[config.mk]
export PLATFORM = sky130hd
export DESIGN_NAME = micro_sequencer
export DESIGN_NICKNAME = d
export VERILOG_FILES = /design/src/rtl/micro_sequencer.sv
export SDC_FILE = /design/constraint.sdc
export NUM_CORES = 1
export LEC_CHECK = 0
export CORE_MARGIN = 2
export CORE_UTILIZATION = 40
export DETAILED_ROUTE_END_ITERATION = 12
export MAX_ROUTING_LAYER = met4
export PLACE_DENSITY_LB_ADDON = 0.12
export SYNTH_ARGS = -nofsm -noshare
export SYNTH_HDL_FRONTEND = slang
export SYNTH_SLANG_ARGS = --single-unit
[constraint.sdc]
create_clock -name CLK -period 7.48 [get_ports CLK]
set_clock_uncertainty 0.2 [all_clocks]
set_input_delay 1.496 -clock CLK [delete_from_list [all_inputs] [get_ports CLK]]
set_output_delay 1.496 -clock CLK [all_outputs]
set_load 0.05 [all_outputs]
[src/rtl/micro_sequencer.sv]
// Next-address sequencer for a microprogrammed control unit: drives the control-store
// address, the MIR load enable and the memory handshake, with a small return stack.
module micro_sequencer #(
   parameter int ADDR_W      = 10,
   parameter int STACK_DEPTH = 4,
   parameter logic [ADDR_W-1:0] RESET_ADDR = '0
) (
   input  logic              CLK,
   input  logic              RESET,
   input  logic [6:0]        Type_IN,
   input  logic [ADDR_W-1:0] DAdd_IN,
   input  logic              MR_IN,
   input  logic              MW_IN,
   input  logic [3:0]        FLAGS,
   input  logic [5:0]        IR_OPCODE,
   input  logic              MEM_READY,
   output logic [ADDR_W-1:0] MPC_OUT,
   output logic              MIR_nENABLE,
   output logic              MEM_REQ,
   output logic              HALTED,
   output logic              STACK_ERR
);
   localparam int IDX_W = $clog2(STACK_DEPTH);
   localparam int SP_W  = IDX_W + 1;
   localparam logic [SP_W-1:0] SP_FULL = SP_W'(STACK_DEPTH);

   typedef enum logic [1:0] {FETCH, EXEC, MEMWAIT, HALT} state_t;

   localparam logic [2:0] OP_NEXT = 3'b000, OP_JUMP = 3'b001, OP_CJUMP = 3'b010,
                          OP_CALL = 3'b011, OP_RET = 3'b100, OP_DISP = 3'b101,
                          OP_HALT = 3'b110;

   state_t            state_reg, state_next;
   logic [ADDR_W-1:0] mpc_reg, mpc_next;
   logic [SP_W-1:0]   sp_reg, sp_next;
   logic              err_reg, err_next;
   logic              push;
   logic              update;
   logic              cond;
   logic              mem_access;
   logic [2:0]        op;
   logic [3:0]        sel;
   logic [ADDR_W-1:0] mpc_inc;
   logic [SP_W-1:0]   sp_dec;

   // Return stack contents need no reset; only SP defines which entries are valid.
   logic [ADDR_W-1:0] stack_mem [STACK_DEPTH];

   assign op         = Type_IN[6:4];
   assign sel        = Type_IN[3:0];
   assign mem_access = MR_IN | MW_IN;
   assign mpc_inc    = mpc_reg + 1'b1;
   assign sp_dec     = sp_reg - 1'b1;

   always_comb begin
      cond = 1'b0;
      if (sel[3] == 1'b0)
         cond = FLAGS[sel[1:0]] ^ sel[2];
      else if (sel == 4'd8)
         cond = 1'b1;
   end

   always_comb begin
      state_next = state_reg;
      mpc_next   = mpc_reg;
      sp_next    = sp_reg;
      err_next   = err_reg;
      push       = 1'b0;
      update     = 1'b0;
      case (state_reg)
         FETCH:   state_next = EXEC;
         EXEC:    if (mem_access && !MEM_READY) state_next = MEMWAIT;
                  else update = 1'b1;
         MEMWAIT: update = MEM_READY;
         default: state_next = HALT;
      endcase

      if (update) begin
         state_next = FETCH;
         case (op)
            OP_JUMP:  mpc_next = DAdd_IN;
            OP_CJUMP: mpc_next = cond ? DAdd_IN : mpc_inc;
            OP_CALL: begin
               if (sp_reg == SP_FULL) begin
                  err_next   = 1'b1;
                  state_next = HALT;
               end else begin
                  push     = 1'b1;
                  sp_next  = sp_reg + 1'b1;
                  mpc_next = DAdd_IN;
               end
            end
            OP_RET: begin
               if (sp_reg == '0) begin
                  err_next   = 1'b1;
                  state_next = HALT;
               end else begin
                  sp_next  = sp_dec;
                  mpc_next = stack_mem[sp_dec[IDX_W-1:0]];
               end
            end
            OP_DISP:  mpc_next = {DAdd_IN[ADDR_W-1:6], IR_OPCODE};
            OP_HALT:  state_next = HALT;
            default:  mpc_next = mpc_inc;   // NEXT and the reserved op
         endcase
      end
   end

   always_ff @(posedge CLK or posedge RESET) begin
      if (RESET) begin
         state_reg <= FETCH;
         mpc_reg   <= RESET_ADDR;
         sp_reg    <= '0;
         err_reg   <= 1'b0;
      end else begin
         state_reg <= state_next;
         mpc_reg   <= mpc_next;
         sp_reg    <= sp_next;
         err_reg   <= err_next;
      end
   end

   always_ff @(posedge CLK) begin
      if (push)
         stack_mem[sp_reg[IDX_W-1:0]] <= mpc_inc;
   end

   assign MPC_OUT     = mpc_reg;
   assign MIR_nENABLE = (state_reg != FETCH);
   assign MEM_REQ     = ((state_reg == EXEC) || (state_reg == MEMWAIT)) && mem_access;
   assign HALTED      = (state_reg == HALT);
   assign STACK_ERR   = err_reg;

endmodule

# [Word level (Yosys, flattened, before mapping)]
# Memories as Yosys holds them, arrays and structs flattened.
# Index checks and enable logic that the tools add are counted.
# W data, S select, Z words.
[op_classes] addsub=3 magnitude_cmp=1 n_eq_ne=17 muxes=27 bitwise_logic=3 n_reduce_logical=12
[ops] operator="$pmux W10 S6" count=1
[ops] operator="$mux W10" count=3
[ops] operator="$eq A3 B3 Y1 const B" count=4
[ops] operator="$pmux W2 S3" count=2
[ops] operator="$reduce_and A4 Y1" count=3
[ops] operator="$mux W1" count=11
[ops] operator="$add A10 B1 Y10 const B" count=1
[ops] operator="$ne A2 B2 Y1 const B" count=5
[ops] operator="$mux W2" count=4
[ops] operator="$eq A3 B2 Y1 const B" count=2
[ops] operator="$mux W3" count=2
[ops] operator="$pmux W3 S2" count=1
[ops] operator="$eq A2 B2 Y1 const B" count=2
[ops] operator="$eq A4 B4 Y1 const B" count=1
[ops] operator="$pmux W1 S2" count=2
[ops] operator="$reduce_bool A2 Y1" count=2
[ops] operator="$add A3 B1 Y3 const B" count=1
[ops] operator="$eq A3 B1 Y1 const B" count=1
[ops] operator="$logic_not A3 Y1" count=1
[ops] operator="$lt A2 B3 Y1 const B" count=1
[ops] operator="$ne A3 B3 Y1 const B" count=1
[ops] operator="$sub A3 B1 Y3 const B" count=1
[ops] operator="$bmux W1 S2" count=1
[ops] operator="$eq A2 B1 Y1 const B" count=1
[ops] operator="other kinds (8)" count=9
[totals] register_bits=16 ram_bits=40 inputBits=32 n_memories=1
[mem_list] name="stack_mem" depth=4 width=10 read_ports=1 rd_clocked_by_memory_dff=0 wr=1 line="47" source="logic [ADDR_W-1:0] stack_mem [STACK_DEPTH];"

# [Logic depth before layout (Yosys ltp)]
# Gate-level depths: netlist of run 1.
[depth] word_depth=7 depth_mapped=10

# [Worst setup path before layout of run 1]
# OpenSTA, ideal clock, no wires.
[synth_timing] path_type="input-to-output" startpoint="input MW_IN" endpoint="output MEM_REQ" t_arrival_ps=2226 t_required_ps=5784 slack_ps=3558 path_stages=2 path_cell_list="nor2_1 nor2b_1"
[synth_between] elab_chain_len=2
[synth_lines] element="start: declaration" line="13" source="input logic MW_IN,"
[synth_lines] element="$or A1 B1 Y1" line="51" source="assign mem_access = MR_IN | MW_IN;"
[synth_lines] element="$logic_and A1 B1 Y1" line="130" source="assign MEM_REQ = ((state_reg == EXEC) || (state_reg == MEMWAIT)) && mem_access;"
[synth_lines] element="end: declaration" line="19" source="output logic MEM_REQ,"
# No other way between the ends.

# [Final worst setup path of run 1]
# Ends and elaborated chain as after synthesis.

==> summary.txt, run 1 <==
Initial antenna violation count - 0
Port bufs - 45
Final setup TNS - 0 ns
Clk_lat worst skew - 0.32 ns
Crit Path Max Fanout - 2
Type of origin of the critical path - input port
Layout cells sized above 1 - 0.0728
Synth unique cells - 55
Average vias per placed instance - 5.59
Setup violators final - 0
Slew Limit Fails - 0
Total power - 0.561 mW
CTS H-tree lvls - 2
Worst slew pin tran - 0.812 ns
Critical Path AT - 2.96 ns
Critical path class - input port to primary output
Area of the core - 7370 sq um
Area delta synth->final - 20.5%
Number of diodes - 0
Routed WL per cell - 18.7 microns
Mapped Avg Cell Area - 11.9 sq um
DP HPWL - 5220 microns
Total CTS buffers - 5
Vias - 2,243
Relative slew slack - 0.459
Reg clk slew, reported paths - 0.11 ns
Post-Synthesis Cells - 258
Netlist Area Pre-Place - 3080 sq um
CTS root buffer - clkbuf_8
Drt pass-1 iters - 4
Most common cell after layout, fill and taps aside - clkdlybuf4s50_1
DR iter-0 viols - 221
Final #Nets - 344
TritonCTS clock tree - yes
Pwr per Cell Area - 151 nW/um^2
Starting Density - 0.417
Dpl cell area - 3610 sq um
Hold Path Class - register to register
Total Routing Usage GR - 0.187
FF-to-FF setup slack - 4.20 ns
Vias in the first global route - 2,175
Largest net degree at the start of global routing - 22
Post-route clock period utilization - 0.623
Detailed-route DRC error count - 0
Post-CTS Setup Repair Bufs - 0
Antenna Nets Post-Route - 0
Io pins - 46
Sinks on Clock Net - 56
Status - finished clean
Final Hold Viols - 0
Ys flop type - edfxtp_1
Clock buffer depth - 2
CP required - 5.78 ns
Max Cap Violations - 0
First-pass GRT wire length - 11,900 microns
Layout Utilization - 0.503
Row Count - 31
Placer's final routability congestion estimate - 0.873
Commonest cells after routing, fill and taps aside - 45 x clkdlybuf4s50_1, 40 x edfxtp_1, 23 x nand2_1
Max FFs per register - 40
CP Capture Type - primary output
RSZ-0062 raised after global routing - false
Final WS setup - 2.82 ns
DIE HEIGHT - 91.7 microns
Final non-filler cell area - 3710 sq um
GRT overflow - 0
Achievable clock frequency - 0.215 GHz
Peak supply drop - 0.000105 V
Die span in x - 91.7 microns
Mapped Nets - 301
Yosys Warn Count - 0
Worst slack, placed - 2.82 ns
Die Area - 8410 sq um
Leak Pwr - 1.34 nW
EDFF count, synth - 40
Final wirelength - 7520 microns
Final Critical Period - 4.66 ns
Resize count post-CTS - 0
Hold-fix buffers at CTS - 0
Sequential area share after synthesis - 0.521
Post-synth ARST share - 0.286
Number of register bits inferred by synthesis - 56
## final cells by class
class	count	area, sq um
timing repair buffer	45	450
clock buffer	5	68.8
clock inverter	3	28.8
sequential	56	1600
inverter	13	48.8
tap	99	124
fill	676	3660
multi-input combinational	180	1390
## cells in the mapped netlist, types with 2 or more instances
library cell / n / area, sq um
nand3b_1: 3 / 22.5
a311oi_1: 2 / 17.5
nand3_1: 7 / 35.0
nand2_1: 23 / 86.3
o21ai_1: 2 / 10.0
a21oi_1: 10 / 50.1
xnor2_1: 11 / 96.3
a31oi_1: 2 / 12.5
o211ai_1: 5 / 37.5
edfxtp_1: 40 / 1200
and2_1: 6 / 37.5
nor3_1: 2 / 10.0
o21ai_0: 11 / 55.1
mux4_2: 10 / 225
clkbuf_1: 4 / 15.0
buf_2: 5 / 25.0
o32a_1: 2 / 20.0
a21boi_0: 2 / 15.0
o2111ai_1: 4 / 35.0
inv_1: 12 / 45.0
o21a_1: 4 / 30.0
mux2i_1: 3 / 30.0
a221oi_1: 4 / 35.0
nor2b_1: 7 / 43.8
a22oi_1: 4 / 30.0
dfrtp_1: 16 / 400
nor2_1: 13 / 48.8
ha_1: 11 / 138
nand4_1: 6 / 37.5
xor2_1: 2 / 17.5
## path summary, 6_finish.rpt
kind                                  startpoint                         to  cells after the start
setup / recovery                           MW_IN                    MEM_REQ                      4
hold / removal             STACK_ERR$_DFFE_PP0P_      STACK_ERR$_DFFE_PP0P_                      1
setup reg to reg           sp_reg[0]$_DFFE_PP0P_  stack_mem[2][5]$_DFFE_PP_                      4
hold reg to reg            STACK_ERR$_DFFE_PP0P_      STACK_ERR$_DFFE_PP0P_                      1
max in group asynchronous                  RESET      sp_reg[0]$_DFFE_PP0P_                      2
min in group asynchronous                  RESET     MPC_OUT[8]$_DFFE_PP0P_                      2
## power by group
part	switching, mW	internal [mW]	total (mW)	leakage (nW)
combinational	0.0245	0.0222	0.0467	0.683
clock	0.115	0.0711	0.186	0.0511
sequential	0.000000000126	0.329	0.329	0.610
## stage by stage
stage,instances,hold WS [ns]
floorplan,258,0.299
global placement,393,0.263
detailed placement,393,0.264
CTS,401,0.294
global route,401,0.343
finish,401,0.292
## routing by layer
layer / part of all wire / wire, microns / up-vias / global-route usage
li1: - / - / 1073 / -
met1: 0.49 / 3650 / 1101 / 0.268
met2: 0.47 / 3500 / 62 / 0.282
met3: 0.042 / 316 / 7 / 0.0378
met4: 0.0073 / 55 / 0 / 0.0311
met5: 0 / 0 / - / -
## worst max-delay path, stage by stage
cell and delay, ns:
clkdlybuf4s50_1 0.50, nor2_1 0.07, nor2b_1 0.10, clkdlybuf4s50_1 0.80
## cells by family (layout without fill, tap and decap cells)
family / count (synthesis) / count (layout) / share of synthesized area
simple gates: 80 / 80 / 0.139
compound gates: 63 / 63 / 0.146
flops: 56 / 56 / 0.521
buf+inv: 22 / 66 / 0.0289
xor+xnor: 13 / 13 / 0.0370
mux: 13 / 13 / 0.0830
fa+ha+maj: 11 / 11 / 0.0447
Note: power is estimated with default switching activity, not from simulation.
==> run 2, diff against run 1 <==
==> constraint.sdc (replaced) <==
create_clock -name CLK -period 4.9 [get_ports CLK]
set_clock_uncertainty 0.2 [all_clocks]
set_input_delay 0.98 -clock CLK [delete_from_list [all_inputs] [get_ports CLK]]
set_output_delay 0.98 -clock CLK [all_outputs]
set_load 0.05 [all_outputs]
==> summary.txt, run 2 (synthesis gave the netlist of run 1 again) <==
WL met3 - 323 microns (+2.2%)
Finished Layout Cells - 405 (+1.0%)
Clock buffer depth - 2 (unchanged)
Relative slew slack - 0.435 (-0.0236)
Average vias per placed instance - 5.62 (+0.42%)
Drt pass-1 iters - 4 (unchanged)
Io pins - 46 (unchanged)
Resize count post-CTS - 0 (unchanged)
Met2 wire len - 3510 microns (+0.37%)
Highest routed layer - met4
Most common cell after layout, fill and taps aside - clkdlybuf4s50_1
Starting Density - 0.417 (unchanged)
DIE HEIGHT - 91.7 microns (unchanged)
Vias - 2,275 (+1.4%)
Hold Path Class - register to register
CP Capture Type - primary output
Achievable clock frequency - 0.276 GHz
First-pass GRT wire length - 11,700 microns (-1.2%)
Final setup TNS - 0 ns (unchanged)
Die span in x - 91.7 microns (unchanged)
GRT overflow - 0 (unchanged)
Area delta synth->final - 22.0%
Detailed-route DRC error count - 0 (unchanged)
Clk_lat worst skew - 0.31 ns (about the same)
Vias in the first global route - 2,177 (+0.092%)
Sw power - 0.191 mW (+37%)
Dpl cells - 397 (+1.0%)
Sinks on Clock Net - 56 (unchanged)
DR iter-0 viols - 196 (-11%)
Commonest cells after routing, fill and taps aside - 45 x clkdlybuf4s50_1, 40 x edfxtp_1, 23 x nand2_1
Final Critical Period - 3.62 ns
TritonCTS clock tree - yes
Status - finished clean
CTS H-tree lvls - 2 (unchanged)
CP required - 3.72 ns (-2.06 ns)
Sequential Power Share - 0.569 (-0.017)
Initial antenna violation count - 0 (unchanged)
Peak supply drop - 0.000131 V (+24%)
Final wirelength - 7370 microns (-2.0%)
Total Routing Usage GR - 0.184 (-0.00290)
Clk pwr share - 0.349 (+0.018)
Largest net degree at the start of global routing - 22 (unchanged)
Final Hold Viols - 0 (unchanged)
Critical path class - input port to primary output
Post-CTS Setup Repair Bufs - 0 (unchanged)
Leak Pwr - 1.37 nW (+1.8%)
Die Area - 8410 sq um (unchanged)
DP HPWL - 5280 microns (+1.1%)
Crit Path Max Fanout - 2 (unchanged)
CTS root buffer - clkbuf_8
Layout cells sized above 1 - 0.0817 (+0.00885)
Int Pwr - 0.692 mW (+64%)
Critical Path AT - 2.44 ns (-0.52 ns)
Type of origin of the critical path - input port
Hold-fix buffers at CTS - 0 (unchanged)
Setup violators final - 0 (unchanged)
Total CTS buffers - 5 (unchanged)
Max Cap Violations - 0 (unchanged)
Number of diodes - 0 (unchanged)
Placer's final routability congestion estimate - 0.885 (+1.4%)
Worst slew pin tran - 0.826 ns (+0.0140 ns)
Row Count - 31 (unchanged)
Final #Nets - 348 (+1.2%)
Max FFs per register - 40 (unchanged)
Post-route clock period utilization - 0.739
Area of the core - 7370 sq um (unchanged)
Port bufs - 45 (unchanged)
Slew Limit Fails - 0 (unchanged)
M1 WL - 3460 microns (-5.2%)
Routed WL per cell - 18.2 microns (-3.0%)
Fill count - 694 (+2.7%)
Pwr per Cell Area - 235 nW/um^2 (+55%)
Switch share - 0.217 (-0.0315)
Antenna Nets Post-Route - 0 (unchanged)
RSZ-0062 raised after global routing - false
Comb power frac - 0.082 (about the same)
Total power - 0.883 mW (+57%)
Reg clk slew, reported paths - 0.11 ns (about the same)
[run 2: changes by cell type in the layout (fill, tap and decap cells not counted)]
cell | before | now
inv_6 | 2 | 1
buf_4 | 0 | 4
clkbuf_1 | 0 | 1
bufinv_16 | 0 | 1
inv_8 | 1 | 0
[run 2: final timing paths]
| check | start | endpoint | slack (ns) | cells past startpoint |
|---|---|---|---|---|
| worst max-delay path | MW_IN | MEM_REQ | 1.28 | 4 |
| worst min-delay path | STACK_ERR$_DFFE_PP0P_ | STACK_ERR$_DFFE_PP0P_ | 0.30 | 1 |
| worst max register to register | state_reg[1]$_DFFE_PP0P_ | stack_mem[0][8]$_DFFE_PP_ | 1.80 | 7 |
| worst min register to register | STACK_ERR$_DFFE_PP0P_ | STACK_ERR$_DFFE_PP0P_ | 0.30 | 1 |
| max in group asynchronous | RESET | MPC_OUT[2]$_DFFE_PP0P_ | 3.15 | 2 |
| min in group asynchronous | RESET | state_reg[1]$_DFFE_PP0P_ | 0.88 | 2 |
[run 2: critical path, stage by stage]
cell and delay, ns:
clkdlybuf4s50_1 0.49, nor2_1 0.07, nor2b_1 0.10, clkdlybuf4s50_1 0.80
[run 2: routing by layer]
layer,track usage,vias up
li1,-,1087
met1,0.254,1124
met2,0.288,57
met3,0.0288,7
met4,0.0448,0
met5,-,-
[run 2: per-stage QoR]
| stage | utilization | setup slack, ns | hold WS (ns) | instance area (sq um) |
|---|---|---|---|---|
| floorplan | - | 2.01 | 0.299 | 3080 |
| global placement | 0.494 | 1.18 | 0.263 | 3640 |
| detailed placement | 0.494 | 1.02 | 0.276 | 3640 |
| CTS | 0.509 | 1.27 | 0.304 | 3750 |
| global route | 0.509 | 1.11 | 0.323 | 3750 |
| finish | 0.509 | 1.28 | 0.302 | 3750 |
[run 2: layout make-up]
type | instances | area (sq um) | share of cell area
flip-flops and latches | 56 | 1600 | 0.427
multi-input cells | 180 | 1390 | 0.369
repair buffers | 49 | 480 | 0.128
well taps | 99 | 124 | 0.0330
clock buffers | 6 | 72.6 | 0.0193
inverters | 13 | 48.8 | 0.0130
clock inverters | 2 | 38.8 | 0.0103
[run 2: power groups by stage]
| stage | clock (mW) | sequential, mW | combinational, mW |
|---|---|---|---|
| 5_1_grt | 0.339 | 0.502 | 0.0777 |
| 2_1_floorplan | 0 | 0.512 | 0.0322 |
| 3_5_place_dp | 0 | 0.512 | 0.0717 |
| 4_1_cts | 0.317 | 0.502 | 0.0722 |
| 3_3_place_gp | 0 | 0.512 | 0.0715 |
| 6_report | 0.308 | 0.502 | 0.0726 |
==> run 3, diff against run 2 <==
==> constraint.sdc (replaced) <==
create_clock -name CLK -period 3.4 [get_ports CLK]
set_clock_uncertainty 0.2 [all_clocks]
set_input_delay 0.68 -clock CLK [delete_from_list [all_inputs] [get_ports CLK]]
set_output_delay 0.68 -clock CLK [all_outputs]
set_load 0.05 [all_outputs]
==> summary.txt, run 3 (synthesis gave the netlist of run 1 again) <==
Routed WL per cell - 18.2 microns (about the same)
Total CTS buffers - 5 (unchanged)
Achievable clock frequency - 0.331 GHz
Post-CTS Setup Repair Bufs - 0 (unchanged)
Area of the core - 7370 sq um (unchanged)
Hold-fix buffers at CTS - 0 (unchanged)
WP buf/inv - 2 (unchanged)
Post-route clock period utilization - 0.890
Crit Path Max Fanout - 2 (unchanged)
Vias - 2,317 (+1.8%)
Hold Path Class - register to register
CP top delay family - buffers and inverters
Setup violators final - 0 (unchanged)
Clk_lat worst skew - 0.31 ns (about the same)
Area delta synth->final - 24.2%
Sequential Power Share - 0.594 (+0.025)
Vias in the first global route - 2,349 (+7.9%)
Antenna Nets Post-Route - 0 (unchanged)
Worst slew pin tran - 0.722 ns (-0.104 ns)
Placer's final routability congestion estimate - 0.812 (-8.2%)
CTS root buffer - clkbuf_8
Reg clk slew, reported paths - 0.11 ns (about the same)
Initial antenna violation count - 0 (unchanged)
Sw power - 0.289 mW (+51%)
Max FFs per register - 40 (unchanged)
Register area - 1600 sq um (unchanged)
GRT overflow - 0 (unchanged)
Area of the multi-input gates - 1390 sq um (unchanged)
DP HPWL - 5450 microns (+3.3%)
FF-to-FF setup slack - 0.77 ns (-1.03 ns)
Die Area - 8410 sq um (unchanged)
Resize count post-CTS - 0 (unchanged)
CTS H-tree lvls - 2 (unchanged)
Switch share - 0.237 (+0.0207)
Finished Layout Cells - 416 (+2.7%)
Critical Path AT - 2.14 ns (-0.30 ns)
Cell mode on critical path - clkdlybuf4s50_1
Fill count - 673 (-3.0%)
Most common cell after layout, fill and taps aside - clkdlybuf4s50_1
Status - finished clean
Final Critical Period - 3.02 ns
Leak Pwr - 1.41 nW (+3.4%)
DR iter-0 viols - 179 (-8.7%)
Drt pass-1 iters - 5 (+1)
Final wirelength - 7570 microns (+2.7%)
Number of diodes - 0 (unchanged)
First-pass GRT wire length - 12,300 microns (+4.9%)
Clk pwr share - 0.316 (-0.033)
CP required - 2.52 ns (-1.20 ns)
Peak supply drop - 0.000163 V (+24%)
Average vias per placed instance - 5.57 (-0.85%)
Port bufs - 45 (unchanged)
Final setup TNS - 0 ns (unchanged)
Largest net degree at the start of global routing - 20 (-9.1%)
Clock buffer depth - 2 (unchanged)
Pwr per Cell Area - 319 nW/um^2 (+35%)
Detailed-route DRC error count - 0 (unchanged)
Relative slew slack - 0.518 (+0.0828)
Final #Nets - 359 (+3.2%)
Slowest-stage cell, CP - clkdlybuf4s50_1
TritonCTS clock tree - yes
Type of origin of the critical path - input port
Layout cells sized above 1 - 0.117 (+0.0350)
Critical path class - input port to primary output
Worst-path cell chain - clkdlybuf4s50_1 -> nor2_1 -> nor2b_1 -> clkdlybuf4s50_1
Row Count - 31 (unchanged)
Int Pwr - 0.928 mW (+34%)
Final Hold Viols - 0 (unchanged)
Io pins - 46 (unchanged)
CP Capture Type - primary output
Dpl cells - 408 (+2.8%)
Sinks on Clock Net - 56 (unchanged)
Die span in x - 91.7 microns (unchanged)
Slew Limit Fails - 0 (unchanged)
Starting Density - 0.417 (unchanged)
Commonest cells after routing, fill and taps aside - 45 x clkdlybuf4s50_1, 40 x edfxtp_1, 23 x nand2_1
Total Routing Usage GR - 0.192 (+0.00829)
Max Cap Violations - 0 (unchanged)
Comb power frac - 0.089 (+0.007)
Max incr delay on CP - 0.80 ns (about the same)
RSZ-0062 raised after global routing - false
DIE HEIGHT - 91.7 microns (unchanged)
-- run 3: cell count changes in the layout (fill, tap and decap cells not counted) --
cell        before  now
clkbuf_1         1    0
clkinvlp_4       0    1
clkinv_4         0    1
bufinv_16        1    0
inv_6            1    0
inv_8            0    1
buf_4            4   15
-- run 3: final timing paths --
| check | end | cells past startpoint | from |
|---|---|---|---|
| worst min register to register | STACK_ERR$_DFFE_PP0P_ | 1 | STACK_ERR$_DFFE_PP0P_ |
| worst max register to register | stack_mem[0][0]$_DFFE_PP_ | 8 | state_reg[1]$_DFFE_PP0P_ |
| max in group asynchronous | sp_reg[0]$_DFFE_PP0P_ | 2 | RESET |
| min in group asynchronous | STACK_ERR$_DFFE_PP0P_ | 2 | RESET |
| worst min-delay path | STACK_ERR$_DFFE_PP0P_ | 1 | STACK_ERR$_DFFE_PP0P_ |
| worst max-delay path | MEM_REQ | 4 | MW_IN |
-- run 3: layout make-up --
type,instances,share of cell area
flip-flops and latches,56,0.419
clock buffers,5,0.0180
multi-input cells,180,0.363
clock inverters,3,0.00721
well taps,99,0.0324
inverters,13,0.0128
repair buffers,60,0.147
-- run 3: per-layer routing --
layer  vias to the layer above  track usage  share of wire
li1                       1106            -              -
met1                      1114        0.263           0.45
met2                        83        0.297           0.48
met3                        14       0.0337          0.055
met4                         0       0.0560          0.018
met5                         -            -              0
-- run 3: power by group through the flow --
stage | Combinational [mW] | Clock (mW) | Sequential (mW)
5_1_grt | 0.117 | 0.425 | 0.723
3_3_place_gp | 0.107 | 0 | 0.738
2_1_floorplan | 0.0464 | 0 | 0.738
3_5_place_dp | 0.107 | 0 | 0.738
4_1_cts | 0.108 | 0.401 | 0.723
6_report | 0.109 | 0.385 | 0.723
-- run 3: metrics by stage --
stage	util	setup slack, ns	total power, mW	hold WS [ns]	instance area (sq um)
after floorplan	-	0.828	0.785	0.299	3080
after global placement	0.505	0.290	0.846	0.263	3720
after detailed placement	0.505	0.342	0.845	0.271	3720
after CTS	0.518	0.370	1.23	0.301	3820
after global routing	0.518	0.300	1.27	0.328	3820
final	0.518	0.375	1.22	0.304	3820
-- run 3: worst register-to-register path: cells and delay by family, from the launching register on --
kind | cells | cell delay (ns)
AND/OR/NAND/NOR | 2 | 0.31
flip-flops | 1 | 0.42
adder cells (fa/ha/maj) | 1 | 0.21
AO/OA/AOI/OAI | 2 | 0.66
buffers and inverters | 3 | 0.53
==> RTL edit: new RTL, config.mk and constraints of run 1 <==
Encoding of `state_t`: now one-hot (4 bits for 4 states).
--- a/src/rtl/micro_sequencer.sv
+++ b/src/rtl/micro_sequencer.sv
@@ -24,7 +24,7 @@
    localparam int SP_W  = IDX_W + 1;
    localparam logic [SP_W-1:0] SP_FULL = SP_W'(STACK_DEPTH);
 
-   typedef enum logic [1:0] {FETCH, EXEC, MEMWAIT, HALT} state_t;
+   typedef enum logic [3:0] {FETCH = 4'b0001, EXEC = 4'b0010, MEMWAIT = 4'b0100, HALT = 4'b1000} state_t;
 
    localparam logic [2:0] OP_NEXT = 3'b000, OP_JUMP = 3'b001, OP_CJUMP = 3'b010,
                           OP_CALL = 3'b011, OP_RET = 3'b100, OP_DISP = 3'b101,
Behaviour: same outputs for any inputs over 10 cycles, from zero or initial values and one cycle with RESET high; not proved beyond that.
==> RTL edit against run 1 <==
Routed wire length down 1.2%; sequential share of layout area up 0.20 points; count of clock-buffer cells in the layout up 5; power up 20%; highest routed layer unchanged; area after synthesis up 1.0%; worst setup slack worse by 0.083 ns; final area up 2.7%; sequential cell count up 2; clock power up 48%; die area up 0.97%; critical endpoint unchanged.
==> RTL edit: results (changes against run 1) <==
The stage delay of the slowest cell on the critical path is 0.69 ns (-0.11 ns). The global routing usage summed across all routing layers was 18.9% (+0.22 points); the die width was 92.1 um (+0.49%). The average vias per placed instance works out to 5.49 (-1.9%). The fraction of final layout cells sized beyond drive strength 1 works out to 14.8% (+7.5 points).

Sequential-to-total area share from yosys stat: 53.2% (+1.1 points). The tools report the synthesized instance count as 245 (-5.0%). The run gives 4.17 ns (-0.03 ns) as the setup slack on the worst flop-to-flop path. The commonest cells after synthesis are 40 x edfxtp_1, 19 x nand2_1, 17 x a21oi_1, 17 x dfrtp_1, 14 x nor2_1. The run finished with clean final reports.

The global routing usage on met2 was 28.6% (+0.31 points). The tools report the count of H-tree levels built during CTS as 3 (+1). The logs give 0.301 ns (+0.00989 ns) for the tightest hold margin and 330 (-4.1%) for the number of nets at the end of the flow.

The clock-pin slew of the registers on the worst-case setup and hold paths works out to 0.07 ns (-0.04 ns). Total instance count after detailed placement: 383 (-2.5%). The run gives 1.44 nW (+7.5%) as the static leakage. The arrival time of data at the critical path endpoint is 3.05 ns (+0.09 ns). The overall routed net length came out at 7430 um (-1.2%). The run gives 0.810 (-7.1%) as the final weighted congestion in routability-driven placement.

The total via count in the routed design came out at 2,190 (-2.4%). Share of flip-flops with an asynchronous set or reset: 31.0% (+2.5 points). CTS buffer count: 9 (+4). For the maximum number of pins on one net before global-route repair, the log shows 21 (-4.5%). The number of distinct library cells after synthesis is 64 (+16%).

The worst register-to-register path ends at MPC_OUT[1]. The via count of the first global-routing pass came out at 2,122 (-2.4%). Yosys attributes the largest share of cell area to edfxtp_1 39%, dfrtp_1 14%, mux4_2 7.2%, xor2_1 2.8%, a21oi_1 2.7%.
[RTL edit: changes by cell type after synthesis, moves of 5 or more]
cell | run 1 | this run
ha_1 | 11 | 6
inv_1 | 12 | 7
nand2b_1 | 1 | 6
nor2b_1 | 7 | 2
xor2_1 | 2 | 10
a21oi_1 | 10 | 17
o21ai_0 | 11 | 6
xnor2_1 | 11 | 4
[RTL edit: cells by family after synthesis]
kind of cell             share of synthesized area (%)
AO/OA/AOI/OAI                                     14.7
XOR/XNOR                                          3.95
adder cells (fa/ha/maj)                           2.42
buffers and inverters                             3.06
flip-flops                                        53.2
multiplexers                                      8.53
AND/OR/NAND/NOR                                   14.2
[RTL edit: worst reg2reg max path, stage by stage (launching register included)]
cell and delay, ns:
dfrtp_1 0.89, inv_1 0.21, ha_1 0.31, and4b_1 0.21
a211oi_2 0.25, nand2b_1 0.29, inv_2 0.34, o21ai_0 0.16
a221oi_1 0.23, nor2_1 0.08
[RTL edit: layout make-up]
| cell class | instances | area (um^2) |
|---|---|---|
| inverters | 9 | 33.8 |
| fillers | 699 | 3800 |
| multi-input cells | 169 | 1360 |
| repair buffers | 45 | 450 |
| flip-flops and latches | 58 | 1650 |
| clock inverters | 6 | 57.6 |
| clock buffers | 10 | 128 |
| well taps | 102 | 128 |
[RTL edit: per-layer routing]
| layer | part of all wire, % | wire [um] |
|---|---|---|
| met3 | 6.2 | 457 |
| met5 | 0 | 0 |
| met2 | 47 | 3480 |
| met1 | 45 | 3370 |
| met4 | 1.6 | 116 |
[RTL edit: where the power goes]
group           total, W  internal [W]  switching [W]
Sequential      0.000340      0.000340              0
Clock           0.000276      0.000151       0.000125
Combinational  0.0000552     0.0000267      0.0000285
Total           0.000672      0.000518       0.000153
[RTL edit: worst max path at each step]
| stage | startpoint | to | slack [ns] | cells after the start |
|---|---|---|---|---|
| final | MW_IN | MEM_REQ | 2.74 | 4 |
| after global routing | MW_IN | MEM_REQ | 2.70 | 4 |
| after CTS | MW_IN | MEM_REQ | 2.74 | 4 |
| after detailed placement | MW_IN | MEM_REQ | 2.74 | 4 |
| after global placement | MW_IN | MEM_REQ | 2.75 | 4 |
| after floorplan | state_reg[1] | HALTED | 3.68 | 1 |
[RTL edit: through the flow]
stage	setup slack (ns)	util, %	cell area, um^2
5_1_grt	2.70	50.1	3810
6_report	2.74	50.1	3810
3_5_place_dp	2.74	47.6	3620
3_3_place_gp	2.75	47.6	3620
2_1_floorplan	3.68	-	3110
4_1_cts	2.74	50.1	3810
